## config.mk

```make
export PLATFORM = sky130hd
export DESIGN_NAME = da_clk_data_tx
export DESIGN_NICKNAME = d
export VERILOG_FILES = /design/src/rtl/da_tx_pkg.sv /design/src/rtl/da_tx_fifo2.sv /design/src/rtl/da_clk_data_tx.sv
export SDC_FILE = /design/constraint.sdc
export NUM_CORES = 1
export LEC_CHECK = 0
export CORE_UTILIZATION = 57
export CTS_BUF_LIST = sky130_fd_sc_hd__clkbuf_8 sky130_fd_sc_hd__clkbuf_16
export DETAILED_ROUTE_END_ITERATION = 8
export DONT_BUFFER_PORTS = 1
export PLACE_DENSITY = 0.79
export SLEW_MARGIN = 10
export SYNTH_ARGS = -nofsm -noshare
export SYNTH_HDL_FRONTEND = slang
export SYNTH_HIERARCHICAL = 1
export SYNTH_SLANG_ARGS = --single-unit
```

## constraint.sdc

```tcl
create_clock -name clk_div_in -period 5 [get_ports clk_div_in]
set_input_delay 0.5 -clock clk_div_in [delete_from_list [all_inputs] [get_ports clk_div_in]]
set_output_delay 0.5 -clock clk_div_in [all_outputs]
set_load 0.05 [all_outputs]
```

## src/rtl/da_tx_pkg.sv

```systemverilog
// Shared definitions for the forwarded-clock data transmitter.
// State encoding, default lane words and a saturating counter helper.
package da_tx_pkg;

    typedef enum logic [1:0] {
        ST_IDLE   = 2'd0,
        ST_RESYNC = 2'd1,
        ST_TRAIN  = 2'd2,
        ST_DATA   = 2'd3
    } state_e;

    localparam logic [7:0] DEF_CLK_WORD   = 8'hAA;
    localparam logic [7:0] DEF_TRAIN_WORD = 8'h55;
    localparam logic [7:0] DEF_IDLE_WORD  = 8'h00;

    function automatic logic [15:0] sat_inc16(input logic [15:0] v);
        return (v == 16'hFFFF) ? v : v + 16'd1;
    endfunction

endpackage

```

## src/rtl/da_tx_fifo2.sv

```systemverilog
// Two-entry FIFO with count output and synchronous flush.
// A push while full is dropped; the producer is expected to honour count.
module da_tx_fifo2 #(
    parameter int W = 8
) (
    input  logic         clk,
    input  logic         rst_n,
    input  logic         flush_in,
    input  logic         push_in,
    input  logic [W-1:0] din_in,
    input  logic         pop_in,
    output logic [W-1:0] dout_out,
    output logic [1:0]   count_out
);

    logic [W-1:0] mem_q [2];
    logic [W-1:0] mem_d [2];
    logic         wr_q, wr_d;
    logic         rd_q, rd_d;
    logic [1:0]   cnt_q, cnt_d;
    logic         push_ok;
    logic         pop_ok;

    // Pointer and count update; flush wins over any push or pop.
    always_comb begin
        push_ok = push_in && (cnt_q != 2'd2);
        pop_ok  = pop_in && (cnt_q != 2'd0);
        mem_d   = mem_q;
        wr_d    = wr_q;
        rd_d    = rd_q;
        cnt_d   = cnt_q;
        if (flush_in) begin
            wr_d  = 1'b0;
            rd_d  = 1'b0;
            cnt_d = 2'd0;
        end else begin
            if (push_ok) begin
                mem_d[wr_q] = din_in;
                wr_d        = ~wr_q;
            end
            if (pop_ok) begin
                rd_d = ~rd_q;
            end
            cnt_d = cnt_q + {1'b0, push_ok} - {1'b0, pop_ok};
        end
    end

    // Storage and pointer registers.
    always_ff @(posedge clk or negedge rst_n) begin
        if (!rst_n) begin
            mem_q[0] <= '0;
            mem_q[1] <= '0;
            wr_q     <= 1'b0;
            rd_q     <= 1'b0;
            cnt_q    <= 2'd0;
        end else begin
            mem_q <= mem_d;
            wr_q  <= wr_d;
            rd_q  <= rd_d;
            cnt_q <= cnt_d;
        end
    end

    assign dout_out  = mem_q[rd_q];
    assign count_out = cnt_q;

endmodule

```

## src/rtl/da_clk_data_tx.sv

```systemverilog
// Forwarded-clock source-synchronous transmitter front end.
// Sequences resync, lane training and buffered data onto serializer words.
module da_clk_data_tx
    import da_tx_pkg::*;
#(
    parameter int         LANES      = 4,
    parameter int         RESYNC_LEN = 16,
    parameter int         TRAIN_LEN  = 512,
    parameter logic [7:0] CLK_WORD   = DEF_CLK_WORD,
    parameter logic [7:0] TRAIN_WORD = DEF_TRAIN_WORD,
    parameter logic [7:0] IDLE_WORD  = DEF_IDLE_WORD
) (
    input  logic               clk_div_in,
    input  logic               rst_n_in,
    input  logic               tx_en_in,
    input  logic               train_req_in,
    input  logic [8*LANES-1:0] s_data_in,
    input  logic               s_valid_in,
    output logic               s_ready_out,
    output logic [7:0]         clk_word_out,
    output logic [8*LANES-1:0] data_word_out,
    output logic               re_sync_out,
    output logic [1:0]         state_out,
    output logic               train_done_out,
    output logic [15:0]        underflow_cnt_out
);

    localparam int          DW      = 8 * LANES;
    localparam logic [15:0] RS_LAST = 16'(RESYNC_LEN - 1);
    localparam logic [15:0] TR_LAST = 16'(TRAIN_LEN - 1);

    state_e          state_q, state_d;
    logic [15:0]     cnt_q, cnt_d;
    logic            treq_q;
    logic            train_edge;

    logic [7:0]      clk_word_q, clk_word_d;
    logic [DW-1:0]   data_q, data_d;
    logic            re_sync_q, re_sync_d;
    logic            done_q, done_d;
    logic [15:0]     unf_q, unf_d;

    logic            fifo_push;
    logic            fifo_pop;
    logic            fifo_flush;
    logic [DW-1:0]   fifo_dout;
    logic [1:0]      fifo_cnt;
    logic            in_data;

    assign train_edge = train_req_in && !treq_q;

    // State, phase counter and train request delay registers.
    always_ff @(posedge clk_div_in or negedge rst_n_in) begin
        if (!rst_n_in) begin
            state_q <= ST_IDLE;
            cnt_q   <= 16'd0;
            treq_q  <= 1'b0;
        end else begin
            state_q <= state_d;
            cnt_q   <= cnt_d;
            treq_q  <= train_req_in;
        end
    end

    // Next state; disabling the transmitter overrides everything else.
    always_comb begin
        state_d = state_q;
        cnt_d   = cnt_q;
        if (!tx_en_in) begin
            state_d = ST_IDLE;
            cnt_d   = 16'd0;
        end else begin
            unique case (state_q)
                ST_IDLE: begin
                    state_d = ST_RESYNC;
                    cnt_d   = 16'd0;
                end
                ST_RESYNC: begin
                    if (train_edge) begin
                        cnt_d = 16'd0;
                    end else if (cnt_q == RS_LAST) begin
                        state_d = ST_TRAIN;
                        cnt_d   = 16'd0;
                    end else begin
                        cnt_d = cnt_q + 16'd1;
                    end
                end
                ST_TRAIN: begin
                    if (train_edge) begin
                        state_d = ST_RESYNC;
                        cnt_d   = 16'd0;
                    end else if (cnt_q == TR_LAST) begin
                        state_d = ST_DATA;
                        cnt_d   = 16'd0;
                    end else begin
                        cnt_d = cnt_q + 16'd1;
                    end
                end
                ST_DATA: begin
                    if (train_edge) begin
                        state_d = ST_RESYNC;
                        cnt_d   = 16'd0;
                    end
                end
                default: begin
                    state_d = ST_IDLE;
                    cnt_d   = 16'd0;
                end
            endcase
        end
    end

    // Output words follow the next state so they line up with state_out.
    // A word being written this cycle is in flight, not a starved cycle.
    always_comb begin
        in_data    = (state_q == ST_DATA) && (state_d == ST_DATA);
        fifo_push  = s_valid_in && s_ready_out;
        fifo_pop   = in_data && (fifo_cnt != 2'd0);
        fifo_flush = (state_q == ST_DATA) && (state_d != ST_DATA);
        clk_word_d = (state_d == ST_IDLE) ? 8'h00 : CLK_WORD;
        re_sync_d  = (state_d == ST_RESYNC);
        done_d     = (state_q == ST_TRAIN) && (state_d == ST_DATA);
        data_d     = {LANES{IDLE_WORD}};
        unf_d      = unf_q;
        unique case (state_d)
            ST_IDLE:   data_d = {LANES{IDLE_WORD}};
            ST_RESYNC: begin
                data_d = {LANES{IDLE_WORD}};
                unf_d  = 16'd0;
            end
            ST_TRAIN:  data_d = {LANES{TRAIN_WORD}};
            ST_DATA: begin
                if (fifo_pop) begin
                    data_d = fifo_dout;
                end else if (in_data && !fifo_push) begin
                    unf_d = sat_inc16(unf_q);
                end
            end
            default:   data_d = {LANES{IDLE_WORD}};
        endcase
    end

    // Registered outputs.
    always_ff @(posedge clk_div_in or negedge rst_n_in) begin
        if (!rst_n_in) begin
            clk_word_q <= 8'h00;
            data_q     <= {LANES{IDLE_WORD}};
            re_sync_q  <= 1'b0;
            done_q     <= 1'b0;
            unf_q      <= 16'd0;
        end else begin
            clk_word_q <= clk_word_d;
            data_q     <= data_d;
            re_sync_q  <= re_sync_d;
            done_q     <= done_d;
            unf_q      <= unf_d;
        end
    end

    da_tx_fifo2 #(
        .W (DW)
    ) u_fifo (
        .clk       (clk_div_in),
        .rst_n     (rst_n_in),
        .flush_in  (fifo_flush),
        .push_in   (fifo_push),
        .din_in    (s_data_in),
        .pop_in    (fifo_pop),
        .dout_out  (fifo_dout),
        .count_out (fifo_cnt)
    );

    assign s_ready_out       = (state_q == ST_DATA) && (fifo_cnt != 2'd2);
    assign clk_word_out      = clk_word_q;
    assign data_word_out     = data_q;
    assign re_sync_out       = re_sync_q;
    assign state_out         = state_q;
    assign train_done_out    = done_q;
    assign underflow_cnt_out = unf_q;

endmodule

```

### Yosys cells after proc, flatten, opt, wreduce, memory -nomap -nowiden

Index checks and enable logic that the tools add are counted.

| cells by class | value |
|---|---|
| $add $sub $neg | 4 |
| order comparisons | 3 |
| eq/ne operators | 15 |
| muxes and demuxes | 32 |
| bitwise operators | 5 |
| reductions and logical operators | 22 |

Operators by type and width:

| kind | count |
|---|---|
| two-way mux 32 bit | 5 |
| two-way mux 16 bit | 9 |
| one-hot mux 32 bit (3 select lines) | 1 |
| bitwise mux 64 bit | 1 |
| one-hot mux 16 bit (4 select lines) | 1 |
| adder 16 x 1 -> 16 bit, second input constant | 2 |
| demux 32 bit (select 1 bit) | 1 |
| one-hot mux 16 bit (2 select lines) | 1 |
| equality test 16 bit, second input constant | 1 |
| equality test 16 x 4 -> 1 bit, second input constant | 1 |
| equality test 16 x 9 -> 1 bit, second input constant | 1 |
| two-way mux 2 bit | 7 |
| logical AND 1 bit | 11 |
| equality test 2 bit, second input constant | 4 |
| two-way mux 8 bit | 1 |
| inequality test 2 bit, second input constant | 4 |
| one-hot mux 2 bit (4 select lines) | 1 |
| nonzero test 2 bit | 4 |
| equality test 2 x 1 -> 1 bit, second input constant | 2 |
| greater-or-equal comparator 2 bit, second input constant | 2 |
| zero test 2 bit | 2 |
| two-way mux 1 bit | 4 |
| inverter 1 -> 2 bit | 2 |
| AND reduction 4 bit | 1 |
| 9 further kinds | 12 |

| storage, ports and cells | value |
|---|---|
| register bits after elaboration | 145 |
| input bits | 37 |
| output and inout port bits | 61 |
| logic and storage cells | 94 |

### Logic depth before layout (Yosys ltp)

| logic depth | value |
|---|---|
| word-level depth | 11 |
| depth in mapped cells | 13 |
| depth with buffers taken out | 12 |

### Modules after synthesis

Netlist, hierarchy kept.

Modules (own cells, without submodules):

| module | instances | cells each | area an instance (um^2) | seq. area each (um^2) |
|---|---|---|---|---|
| da_clk_data_tx | 1 | 315 | 3385.7 | 1751.7 |
| da_tx_fifo2 | 1 | 194 | 2999.1 | 1701.6 |

### Least setup slack after synthesis

No wires, ideal clock.

| path | value |
|---|---|
| path kind | flip-flop to flip-flop |
| from | register state_q[0] (netlist: state_out[0]) |
| to | register u_fifo/mem_q[10] in the netlist's numbering |
| arrival | 3.041 ns |
| slack | 1.834 ns |
| cell stages (with the launch flop) | 11 |
| path buffers | 2 |
| path through | dfrtp_1 > inv_1 > ha_1 > o21a_1 > o211ai_1 > a22oi_2 > buf_6 > nor2b_1 > nand4b_1 > buf_2 > mux2_2 |

| between the ends | value |
|---|---|
| word-level cells in the longest chain between the ends | 8 |

RTL lines:

| what | line | source |
|---|---|---|
| start: declaration | da_clk_data_tx.sv:32 | `state_e state_q, state_d;` |
| start signal: assignment | da_clk_data_tx.sv:59 | `state_q <= state_d;` |
| two-way mux 2 bit (on tied branches) | da_clk_data_tx.sv:92, da_clk_data_tx.sv:81 |  |
| two-way mux 2 bit (on tied branches) | da_clk_data_tx.sv:89, da_clk_data_tx.sv:79 |  |
| one-hot mux 2 bit (4 select lines) | da_clk_data_tx.sv:73 | `unique case (state_q)` |
| two-way mux 2 bit | da_clk_data_tx.sv:69 | `if (!tx_en_in) begin` |
| inequality test 2 bit | da_clk_data_tx.sv:119 | `fifo_flush = (state_q == ST_DATA) && (state_d != ST_DATA);` |
| logical AND 1 bit * | da_clk_data_tx.sv:119 |  |
| net fifo_flush | da_clk_data_tx.sv:45 | `logic fifo_flush;` |
| inverter 1 bit (no line) * | n/a |  |
| AND reduction 2 bit (no line) * | n/a |  |
| end signal: assignment | da_tx_fifo2.sv:57 | `mem_q <= mem_d;` |
| end: declaration | da_tx_fifo2.sv:16 | `logic [W-1:0] mem_q [2];` |

Mark *: on every way through the listed nets, which the timed path passes. The rest lies on a longest branch.
A chain may end at the register's enable or synchronous reset.

### Final worst setup path

| path | value |
|---|---|
| from | register state_q[0] (netlist: state_out[0]) |
| to | register u_fifo/mem_q[47] in the netlist's numbering |

Same word-level chain as after synthesis.

==> impl_metrics.csv <==
group,metric,value,unit
power_and_ir_drop,total_power,2490,µW
floorplanning,rows,38,
clock_tree,root_buffer,"clkbuf_8",
clock_tree,cts.sinks,138,
critical_path,end_kind,"register",
routing,routed_wl,11900,µm
critical_path,required,5.40,ns
global_route,grt_pass1_vias,4024,
clock_tree,cts_buffers,17,
finish,num_antenna_cells,0,
finish,stdcell_count,662,
critical_path,crit_fanout,32,
floorplanning,num_io_pins,98,
synth,ys_seq_area_share,54.1,%
sta,finalSetupViolations,0,
synth,async_flop_share,100,%
clock_tree,clk_pin_slew,0.06,ns
flow_run,max_cap_violations,0,
placement,dp_hpwl,7550,µm
floorplanning,die_width,108,µm
placement,place.gp.congestion,0.807,
sta,drv_slew,0,
synth,yosys_warnings,6,
critical_path,arrival,4.23,ns
finish,final_nets,554,
clock_tree,postCtsHoldBufs,3,
floorplanning,initial_core_util,58.6,%
sta,max-slew-margin-rel,36.9,%
hold_path,hp-class,"primary input to register",
synth,avgSynthCellArea,12.5,µm²
synth,syn-cell-area,0.00638,mm²
floorplanning,core_area,0.0109,mm²
routing,drt_iter0_markers,201,
routing,num_vias,3897,
sta,period_minus_slack,3.83,ns
critical_path,critPathLaunchType,"register",
global_route,antenna_found_initial,0,
synth,yosys_register_bits,138,
sta,skew,0.00638,ns
synth,yosysUniqueCellTypes,57,
sta,hold_viol_final,0,
global_route,grt_first_pass_wirelength,19800,µm
power_and_ir_drop,power_density,352,mW/mm²
status,outcome,"completed",
power_and_ir_drop,p_leak,0.00367,µW
sta,tightest_slew,0.949,ns
critical_path,critPathKind,"register to register",
placement,numPortBuffers,0,
sta,fmax,261,MHz
routing,dr.pass1.iters,4,
global_route,grt_usage,22.3,%
routing,vias_per_cell,5.89,
clock_tree,htree_levels,4,
global_route,grt_start_max_net_pins,139,
placement,dp_cells,627,
sta,fin_crit_sh,76.6,%
clock_tree,worst_skew_pair.late_latency,0.52,ns
synth,synth_ff_type,"dfrtp_1",
clock_tree,clockBufferDepth,2,
routing,wl_per_cell,17.9,µm
synth,syn_inst,509,
routing,ant_nets,0,
floorplanning,dieArea,0.0116,mm²
sta,rsz0062_at_grt,"no",
routing,drc,0,
floorplanning,dieHeight,108,µm
global_route,grt_overflow_total,0,
synth,synth_enable_flop_cells,0,
finish,drive_above_1_share,28.7,%
finish,area_growth,10.8,%
power_and_ir_drop,ir_worst_vdd,0.201,mV
clock_tree,cts_tree,"yes",
sta,fin_setup_tns,0,ns
critical_path,ff2ff_setup_slack,1.17,ns
clock_tree,postCtsSetupBuffers,0,
clock_tree,cts_resized,0,
stage by stage:
| stage | utilization [%] | hold WS (ns) | cell area (µm²) | worst slack [ns] |
|---|---|---|---|---|
| detailed placement | 58.8 | 0.207 | 6400 | 1.24 |
| global route | 65.0 | 0.102 | 7080 | 0.929 |
| finish | 65.0 | 0.111 | 7080 | 1.17 |
| floorplan | - | 0.204 | 6400 | 1.83 |
| global placement | 58.8 | 0.208 | 6400 | 1.38 |
| CTS | 65.0 | 0.0845 | 7080 | 1.23 |
kinds of logic after synthesis:
kind of cell,after synthesis,synth area share [%]
simple gates,143,13.2
buf+inv,38,3.62
flops,138,54.1
mux,96,16.9
xor+xnor,12,1.65
other cells,1,0.0587
fa+ha+maj,8,1.57
compound gates,73,8.88
cell usage in the layout (no fill, tap or decap), drive strengths merged, types with 5 or more instances in the layout:
cell type / Yosys / routed
a21oi: 5 / 5
nor2: 16 / 16
nor3: 12 / 12
inv: 9 / 10
dfrtp: 138 / 138
nand2: 19 / 19
nand2b: 7 / 7
nand3: 20 / 20
clkbuf: 2 / 22
o21ai: 17 / 17
ha: 8 / 8
buf: 27 / 5
mux2: 96 / 96
and3: 20 / 20
xor2: 10 / 10
a21o: 20 / 20
and2: 22 / 22
a211o: 11 / 11
cell usage after synthesis, types with 7 or more instances:
| master | n | area share, % |
|---|---|---|
| ha_1 | 8 | 1.6 |
| nand2b_1 | 7 | 0.69 |
| a211o_1 | 9 | 1.2 |
| o21ai_0 | 17 | 1.3 |
| inv_1 | 9 | 0.53 |
| mux2_2 | 91 | 16 |
| buf_2 | 13 | 1.0 |
| nor2_1 | 16 | 0.94 |
| buf_4 | 9 | 1.1 |
| dfrtp_1 | 138 | 54 |
| nand2_1 | 19 | 1.1 |
| nand3_1 | 20 | 1.6 |
| xor2_1 | 10 | 1.4 |
| nor3_1 | 12 | 0.94 |
| and3_1 | 17 | 1.7 |
| a21o_1 | 18 | 2.1 |
| and2_1 | 22 | 2.2 |
path summary, 6_finish.rpt:
check / from / endpoint / cells past startpoint
setup / recovery: state_out[0] / u_fifo/mem_q[47] / 9
hold / removal: s_data_in[31] / u_fifo/mem_q[63] / 1
setup reg to reg: state_out[0] / u_fifo/mem_q[47] / 9
hold reg to reg: u_fifo/mem_q[63] / u_fifo/mem_q[63] / 1
max in group asynchronous: rst_n_in / clk_word_out[5] / 2
min in group asynchronous: rst_n_in / data_word_out[17] / 2
report_power, final:
part           leakage [µW]  switching, µW  internal (µW)
sequential          0.00192           27.9           1120
clock              0.000305            452            826
combinational       0.00145           49.7           17.0
worst max-delay path: stages, from the launching register on:
cell and delay, ns:
dfrtp_1 0.62, inv_1 0.20, ha_1 0.30, and3_4 0.25
o2111ai_2 0.19, a22oi_2 0.68, nor2b_1 0.28, nor4_4 0.32
buf_4 0.45, mux2_2 0.40
flip-flops by register name, indices dropped and copies added, names as in the netlist:
register / flops
state_out: 2
u_fifo/mem_q: 64
u_fifo/count_out: 2
data_word_out: 32
u_fifo/rd_q: 1
underflow_cnt_out: 16
treq_q: 1
u_fifo/wr_q: 1
train_done_out: 1
cnt_q: 16
re_sync_out: 1
clk_word_out: 1
layout make-up:
| class | instances | area (µm²) |
|---|---|---|
| fill | 764 | 3810 |
| sequential | 138 | 3450 |
| multi-input combinational | 336 | 2710 |
| clock buffer | 22 | 483 |
| tap | 140 | 175 |
| clock inverter | 10 | 140 |
| timing repair buffer | 7 | 77.6 |
| inverter | 9 | 33.8 |
per-layer routing:
metal / track usage, % / part of all wire (%) / up-vias
li1: - / - / 1807
met1: 28.2 / 44 / 1964
met5: 0 / 0 / -
met2: 35.6 / 48 / 107
met3: 6.78 / 6.1 / 19
met4: 9.49 / 1.4 / 0
Power figures use the tool's default switching activity.
